$ cat config.mk
export PLATFORM = sky130hd
export DESIGN_NAME = tt_sweep_ctrl
export DESIGN_NICKNAME = d
export VERILOG_FILES = /design/src/rtl/tt_sweep_pkg.sv /design/src/rtl/tt_sweep_ctrl_sync2.sv /design/src/rtl/tt_sweep_ctrl.sv
export SDC_FILE = /design/constraint.sdc
export NUM_CORES = 1
export LEC_CHECK = 0
export BUFFER_PORTS_ARGS = -buffer_cell sky130_fd_sc_hd__buf_2
export CORE_ASPECT_RATIO = 1.2
export CORE_MARGIN = 1
export CORE_UTILIZATION = 58
export CTS_BUF_LIST = sky130_fd_sc_hd__clkbuf_4
export DETAILED_ROUTE_END_ITERATION = 7
export PLACE_DENSITY = 0.78
export SETUP_SLACK_MARGIN = 0.05
export SKIP_LAST_GASP = 1
export SLEW_MARGIN = 20
export SYNTH_ARGS = -nofsm -noshare
export SYNTH_HDL_FRONTEND = slang
export SYNTH_SLANG_ARGS = --single-unit
export TNS_END_PERCENT = 20
$ cat constraint.sdc
create_clock -name clk -period 2.4 [get_ports clk]
set_clock_uncertainty 0.1 [all_clocks]
set_input_delay 0.12 -clock clk [delete_from_list [all_inputs] [get_ports clk]]
set_output_delay 0.12 -clock clk [all_outputs]
set_load 0.03 [all_outputs]
$ cat src/rtl/tt_sweep_pkg.sv
// Shared types and constants for the truth-table sweep controller.
package tt_sweep_pkg;

  typedef enum logic [1:0] {
    IDLE,
    SETTLE,
    SAMPLE,
    DONE
  } sweep_state_e;

  localparam int unsigned N_ROWS            = 8;
  localparam int unsigned DEF_SETTLE_CYCLES = 4;
  localparam int unsigned DEF_SAMPLES       = 2;

  // Row 0 lands in the MSB of the truth table (team hex notation).
  function automatic logic [2:0] row_to_bit(input logic [2:0] r);
    return 3'(N_ROWS - 1) - r;
  endfunction

endpackage

$ cat src/rtl/tt_sweep_ctrl_sync2.sv
// Two-flop synchroniser for the asynchronous CUT output.
module sync2 (
  input  logic clk,
  input  logic rst_n,
  input  logic d,
  output logic q
);

  logic [1:0] sync_q;
  logic [1:0] sync_d;

  always_comb begin
    sync_d = {sync_q[0], d};
  end

  always_ff @(posedge clk or negedge rst_n) begin
    if (!rst_n) begin
      sync_q <= '0;
    end else begin
      sync_q <= sync_d;
    end
  end

  assign q = sync_q[1];

endmodule

$ cat src/rtl/tt_sweep_ctrl.sv
// Sweeps all eight input rows of a 3-input CUT, samples its output and
// assembles the truth table, mismatch and per-row stability flags.
module tt_sweep_ctrl
  import tt_sweep_pkg::*;
#(
  parameter int unsigned SETTLE_CYCLES = DEF_SETTLE_CYCLES,
  parameter int unsigned SAMPLES       = DEF_SAMPLES
) (
  input  logic       clk,
  input  logic       rst_n,
  input  logic       start,
  input  logic [7:0] expected,
  output logic       busy,
  output logic       done,
  output logic       drv_in1,
  output logic       drv_in2,
  output logic       drv_in3,
  input  logic       obs_out,
  output logic [7:0] table_out,
  output logic [7:0] mismatch,
  output logic [7:0] unstable,
  output logic       pass
);

  localparam int unsigned CNT_MAX = (SETTLE_CYCLES > SAMPLES) ? SETTLE_CYCLES : SAMPLES;
  localparam int unsigned CNT_W   = (CNT_MAX > 1) ? $clog2(CNT_MAX) : 1;

  sweep_state_e     state_q, state_d;
  logic [2:0]       row_q, row_d;
  logic [CNT_W-1:0] cnt_q, cnt_d;
  logic [7:0]       exp_q, exp_d;
  logic [7:0]       table_q, table_d;
  logic [7:0]       mism_q, mism_d;
  logic [7:0]       unst_q, unst_d;
  logic [2:0]       drv_q, drv_d;
  logic             busy_q, busy_d;
  logic             done_q, done_d;
  logic             pass_q, pass_d;
  logic             obs_sync;
  logic [2:0]       bit_idx;

  sync2 u_sync2 (
    .clk   (clk),
    .rst_n (rst_n),
    .d     (obs_out),
    .q     (obs_sync)
  );

  assign bit_idx = row_to_bit(row_q);

  always_comb begin
    state_d = state_q;
    row_d   = row_q;
    cnt_d   = cnt_q;
    exp_d   = exp_q;
    table_d = table_q;
    mism_d  = mism_q;
    unst_d  = unst_q;
    drv_d   = drv_q;
    busy_d  = busy_q;
    done_d  = 1'b0;
    pass_d  = pass_q;

    unique case (state_q)
      IDLE: begin
        if (start) begin
          state_d = SETTLE;
          row_d   = '0;
          cnt_d   = '0;
          exp_d   = expected;
          table_d = '0;
          mism_d  = '0;
          unst_d  = '0;
          pass_d  = 1'b0;
          drv_d   = '0;
          busy_d  = 1'b1;
        end
      end
      SETTLE: begin
        if (cnt_q == CNT_W'(SETTLE_CYCLES - 1)) begin
          state_d = SAMPLE;
          cnt_d   = '0;
        end else begin
          cnt_d = cnt_q + 1'b1;
        end
      end
      SAMPLE: begin
        // The first sample defines the table bit; later ones only vote on stability.
        if (cnt_q == '0) begin
          table_d[bit_idx] = obs_sync;
        end else if (obs_sync != table_q[bit_idx]) begin
          unst_d[bit_idx] = 1'b1;
        end
        if (cnt_q == CNT_W'(SAMPLES - 1)) begin
          cnt_d = '0;
          if (row_q == 3'(N_ROWS - 1)) begin
            state_d = DONE;
            done_d  = 1'b1;
            busy_d  = 1'b0;
            mism_d  = table_d ^ exp_q;
            pass_d  = ((table_d ^ exp_q) == 8'h00) && (unst_d == 8'h00);
          end else begin
            state_d = SETTLE;
            row_d   = row_q + 1'b1;
            drv_d   = row_q + 1'b1;
          end
        end else begin
          cnt_d = cnt_q + 1'b1;
        end
      end
      DONE: begin
        state_d = IDLE;
      end
      default: begin
        state_d = IDLE;
      end
    endcase
  end

  always_ff @(posedge clk or negedge rst_n) begin
    if (!rst_n) begin
      state_q <= IDLE;
      row_q   <= '0;
      cnt_q   <= '0;
      exp_q   <= '0;
      table_q <= '0;
      mism_q  <= '0;
      unst_q  <= '0;
      drv_q   <= '0;
      busy_q  <= 1'b0;
      done_q  <= 1'b0;
      pass_q  <= 1'b0;
    end else begin
      state_q <= state_d;
      row_q   <= row_d;
      cnt_q   <= cnt_d;
      exp_q   <= exp_d;
      table_q <= table_d;
      mism_q  <= mism_d;
      unst_q  <= unst_d;
      drv_q   <= drv_d;
      busy_q  <= busy_d;
      done_q  <= done_d;
      pass_q  <= pass_d;
    end
  end

  assign busy      = busy_q;
  assign done      = done_q;
  assign pass      = pass_q;
  assign table_out = table_q;
  assign mismatch  = mism_q;
  assign unstable  = unst_q;
  assign drv_in1   = drv_q[2];
  assign drv_in2   = drv_q[1];
  assign drv_in3   = drv_q[0];

endmodule
# Yosys cells after proc, flatten, opt, wreduce, memory -nomap -nowiden
# Index checks and enable logic that the tools add are counted.
[word_totals]
ff_bits = 44
latchBits = 0
mem_bits_rw = 0
romBits = 0
inputBits = 12
wordCells = 84
mem_count = 0
[op_classes]
n_addsub = 3
multipliers = 0
n_div = 0
order_cmp = 2
n_eq_ne = 12
shifts = 0
muxes = 40
bitwise_logic = 2
n_reduce_logical = 14
[op_table]
columns = ["cell", "n"]
rows = [
  ["$mux W8", 8],
  ["$pmux W8 S2", 3],
  ["$logic_not A8 Y1", 2],
  ["$mux W2", 7],
  ["$mux W1", 11],
  ["$ne A2 B2 Y1 const B", 5],
  ["$mux W3", 3],
  ["$bwmux W8", 1],
  ["$or A8 B8 Y8", 1],
  ["$pmux W2 S4", 1],
  ["$reduce_and A4 Y1", 2],
  ["$xor A8 B8 Y8", 1],
  ["$eq A2 B2 Y1 const B", 3],
  ["$pmux W2 S3", 1],
  ["$pmux W3 S2", 1],
  ["$reduce_and A2 Y1", 3],
  ["$eq A2 B1 Y1 const B", 2],
  ["$logic_not A2 Y1", 2],
  ["$lt A3 B4 Y1 const B", 1],
  ["$pmux W1 S2", 2],
  ["$add A3 B1 Y3 const B", 1],
  ["$bmux W1 S3", 1],
  ["$demux W1 S3", 1],
  ["$eq A3 B3 Y1 const B", 1],
  ["8 further kinds", 9],
]

# Longest topological paths before layout
[logic_depth]
depth_word = 14
mapped_depth = 9

# Hierarchy
# A second synthesis with hierarchy kept.
[unflattened]
hier_cells = 215
area_unflattened_um2 = 2313.5
[modules_own_cells]
columns = ["mod", "instances", "cells_per_inst", "area_per_inst_um2", "seq_area_each_um2"]
rows = [
  ["tt_sweep_ctrl", 1, 213, 2263.4, 1051.0],
  ["sync2", 1, 2, 50.0, 50.0],
]

# Least setup slack after synthesis
# Ideal clock, no wire load.
[synth_timing]
path_kind = "reg2reg"
start = "register drv_q[0] (netlist name)"
end = "register unst_q[4], in the netlist unstable[4]"
setup_ns = 0.122
arrival_time_ns = 1.966
path_slack_ns = 0.213
stages_incl_launch_ff = 7
period_less_slack_ns = 2.187
cell_sequence = "dfrtp_1 buf_6 mux2i_1 mux4_2 mux2_4 nor4b_4 a32o_1"
[synth_rtl]
columns = ["element", "line", "rtl"]
rows = [
  ["end signal: assignment", "tt_sweep_ctrl.sv:140", "unst_q <= unst_d;"],
  ["end: declaration", "tt_sweep_ctrl.sv:34", "logic [7:0] unst_q, unst_d;"],
]

# Final worst setup path
[layout_timing]
start = "register cnt_q[0]"
end = "register pass_q, in the netlist pass"
[layout_between]
elab_chain_cells = 9
elab_cells_between_ends = 15
classes_between = "eq/ne (2); mux (7); bitwise (1); reduce/logical (5)"
[layout_rtl]
columns = ["element", "line", "rtl"]
rows = [
  ["start: declaration", "tt_sweep_ctrl.sv:30", "logic [CNT_W-1:0] cnt_q, cnt_d;"],
  ["start signal: assignment", "tt_sweep_ctrl.sv:136", "cnt_q <= cnt_d;"],
  ["$logic_not A2 Y1", "tt_sweep_ctrl.sv:89", "if (cnt_q == '0) begin"],
  ["$mux W8", "tt_sweep_ctrl.sv:89", ""],
  ["$mux W8", "tt_sweep_ctrl.sv:64", "unique case (state_q)"],
  ["$xor A8 B8 Y8", "tt_sweep_ctrl.sv:101", "pass_d = ((table_d ^ exp_q) == 8'h00) && (unst_d == 8'h00);"],
  ["$logic_not A8 Y1", "tt_sweep_ctrl.sv:101", ""],
  ["$logic_and A1 B1 Y1", "tt_sweep_ctrl.sv:101", ""],
  ["$mux W1", "tt_sweep_ctrl.sv:96", "if (row_q == 3'(N_ROWS - 1)) begin"],
  ["$mux W1", "tt_sweep_ctrl.sv:94", "if (cnt_q == CNT_W'(SAMPLES - 1)) begin"],
  ["$pmux W1 S2", "tt_sweep_ctrl.sv:64", ""],
  ["end signal: assignment", "tt_sweep_ctrl.sv:144", "pass_q <= pass_d;"],
  ["end: declaration", "tt_sweep_ctrl.sv:38", "logic pass_q, pass_d;"],
]
# Several ways; a longest one is shown, not always the timed one. The select of a mux whose other input is x is not followed.
# A chain may end at the register's enable or synchronous reset.

==> impl_metrics.yaml <==
status:
  status: "finished clean"
floorplan:
  dieArea_um2: 4360
  pin_count: 42
  fp.dieH_um: 72.1
  rows: 25
  initial_core_util: 0.603
  coreArea_um2: 3940
  die_x_um: 60.4
placed_design:
  dp_slack_ns: 0.168
  gp_congestion: 0.884
  portBuffers: 41
  dp_hpwl_um: 3960
  dpl.cell_count: 316
setup_path:
  path_class: "reg2reg"
  crit_arrival_ns: 2.41
  ff2ff_path_depth: 7
  crit_family: "simple AND/OR/NAND/NOR gates"
  critPathMaxFanout: 9
  critPathBufInv: 1
  cp_cell_sequence: "inv_1 -> ha_4 -> or4b_4 -> a22oi_2 -> xnor2_1 -> nor4_1 -> a32o_1"
  r2r_start: "cnt_q[0]$_DFFE_PN0P_"
  crit_path_max_incr_delay_ns: 0.47
  reg2reg_to: "pass$_DFFE_PN0P_"
  worstSetupEndpointType: "flop"
  r2r_slack_ns: 0.20
  start_kind: "flop"
  required_ns: 2.60
  crit_path_top_delay_cell: "or4b_4"
clock_tree:
  cts_setup_buffers: 0
  htreeDepth: 2
  cts.reportedPaths.clkPinSlew_ns: 0.13
  cts_buffer_depth: 2
  numCtsBuffers: 5
  root_buffer: "clkbuf_4"
  cts_tree: "yes"
  clock-sinks: 44
  clk_latency_ns: 0.35
grt:
  grt-ovfl-total: 0
  grt_max_degree: 45
  grt_pass1_wl_um: 9020
  grt_pass1_vias: 1829
  grtUsageMet3: 0.0481
  top_usage_layer: "met2"
  antenna_found_initial: 0
  met2_usage: 0.416
  track_usage: 0.281
  grtUsageMet1: 0.398
sta:
  fin_ws_ns: 0.197
  fin_crit_sh: 0.918
  slew_headroom: 0.370
  worst_pin_slew_ns: 0.945
  hold_viol_final: 0
  setup_tns_ns: 0
  fmax_mhz: 454
  final.min_clock_period_ns: 2.20
  finalSetupViolCount: 0
  drv_slew: 0
  rsz0062_at_grt: "false"
  hold-worst-slack_ns: 0.178
detailed_routing:
  drt_iter0_markers: 144
  drc: 0
  ant_nets: 0
  num_vias: 2000
  vias_per_cell: 5.99
  first_pass_iters: 4
  wl_um: 5550
  wl_per_cell_um: 16.6
yosys:
  syn_nets: 245
  syn_inst: 223
  yosysTopAreaCellShare: 0.463
  synthDistinctLibCells: 46
  ys_ff_latch: 44
  yosys_warnings: 0
  ys_seq_area_frac: 0.463
  synth_area_leaders: "dfrtp_1, a22o_1, ha_1"
  yosysTopAreaCell: "dfrtp_1"
  synth_edf_count: 0
  synth.avg_cell_area_um2: 10.7
  async_flop_share: 1.00
  synth_flop_cell: "dfrtp_1"
  syn-cell-area_um2: 2380
final_layout:
  final_cells: 334
  drive_gt1_frac: 0.275
  antenna_cells: 0
  area_delta_synth_final_pct: 20.1
  final_util: 0.724
  fillers: 302
  layout.nets: 301
run:
  max_cap_viol_count: 0
pwr:
  p_per_area_nw_per_um2: 1070
  p_leak_nw: 1.34
  peakVddDrop_uv: 762
min_path:
  hold_end: "drv_q[1]$_DFFE_PN0P_"
  worstHoldStart: "start"
  hp-class: "in2reg"
  hold_depth: 5
-- metal layers --
layer / vias up / share of wire
met4: 0 / 0.029
li1: 946 / -
met2: 64 / 0.48
met1: 977 / 0.46
met3: 13 / 0.038
met5: - / 0
-- sequential cells by signal (all words and copies together) (netlist names) --
name and count:
exp_q 8, busy 1, table_out 8, done 1, u_sync2.sync_q 2, pass 1, unstable 8, drv_q 3
state_q 2, mismatch 8, cnt_q 2
-- logic make-up (layout without fill, tap and decap cells) --
family | after synthesis | in the layout | synth area share
simple gates | 65 | 65 | 0.162
compound gates | 64 | 64 | 0.189
flops | 44 | 44 | 0.463
buf+inv | 20 | 77 | 0.0411
mux | 14 | 14 | 0.0706
fa+ha+maj | 10 | 10 | 0.0527
xor+xnor | 6 | 6 | 0.0221
-- Yosys cell counts (all sizes together), types with 2 or more instances --
cell,count
a32o,3
nand2,19
a21oi,13
xnor2,6
o21ai,17
ha,10
nor3,2
mux2i,4
and3,4
nand3,5
inv,7
mux2,9
a22oi,4
nand2b,4
a22o,16
o2bb2ai,2
a32oi,2
nand4,3
nand4b,3
nor4,4
nand4bb,2
nor2,8
clkbuf,5
dfrtp,44
buf,8
nor2b,4
-- cell usage in the layout, fill, tap and decap left out, drive strengths merged, types with 2 or more instances in the layout --
master,instances
inv,7
xnor2,6
ha,10
nand3,5
a22o,16
nor4,4
nor2,8
dfrtp,44
a32oi,2
nand2,19
dlygate4sd3,10
and3,4
nand2b,4
a21oi,13
o2bb2ai,2
o21ai,17
nor2b,4
mux2i,4
nand4bb,2
nor3,2
nand4b,3
mux2,9
clkbuf,5
clkinv,2
a32o,3
buf,52
a22oi,4
nand4,3
-- area by class of cell --
| class | count | area, um2 | share of cell area |
|---|---|---|---|
| tap | 54 | 67.6 | 0.0237 |
| clock inverter | 3 | 42.5 | 0.0149 |
| multi-input combinational | 159 | 1190 | 0.417 |
| timing repair buffer | 62 | 388 | 0.136 |
| sequential | 44 | 1100 | 0.386 |
| clock buffer | 5 | 37.5 | 0.0132 |
| inverter | 7 | 26.3 | 0.00921 |
-- report_power, final --
part / switching, mW / total (mW) / leakage [nW] / internal (mW)
Sequential: 0.197 / 1.09 / 0.579 / 0.897
Combinational: 0.882 / 1.51 / 0.720 / 0.626
Clock: 0.237 / 0.455 / 0.0428 / 0.218
Total: 1.32 / 3.06 / 1.34 / 1.74
-- how the worst max path moves through the flow --
stage	from	to	cells past startpoint
floorplan	drv_q[0]$_DFFE_PN0P_	unstable[4]$_DFFE_PN0P_	6
detailed placement	cnt_q[0]$_DFFE_PN0P_	pass$_DFFE_PN0P_	8
global route	cnt_q[0]$_DFFE_PN0P_	pass$_DFFE_PN0P_	7
global placement	cnt_q[0]$_DFFE_PN0P_	pass$_DFFE_PN0P_	8
finish	cnt_q[0]$_DFFE_PN0P_	pass$_DFFE_PN0P_	7
CTS	cnt_q[0]$_DFFE_PN0P_	pass$_DFFE_PN0P_	8
-- per-stage QoR --
stage	area (um2)	power, mW
3_5_place_dp	2660	2.57
6_report	2850	3.06
4_1_cts	2840	3.04
3_3_place_gp	2660	2.53
5_1_grt	2850	3.27
2_1_floorplan	2380	2.17
-- repair_timing --
item | in CTS | in global routing
hold endpoints to repair | 53 | 0
hold buffers | 10 | 0
gates resized for setup | 0 | 3
endpoints found under the setup margin | 0 | 1
-- worst register-to-register path, stage by stage, from the launching register on --
cell,delay (ns)
dfrtp_1,0.42
inv_1,0.16
ha_4,0.21
or4b_4,0.47
a22oi_2,0.17
xnor2_1,0.11
nor4_1,0.31
a32o_1,0.21
Note: power is estimated with default switching activity, not from simulation.
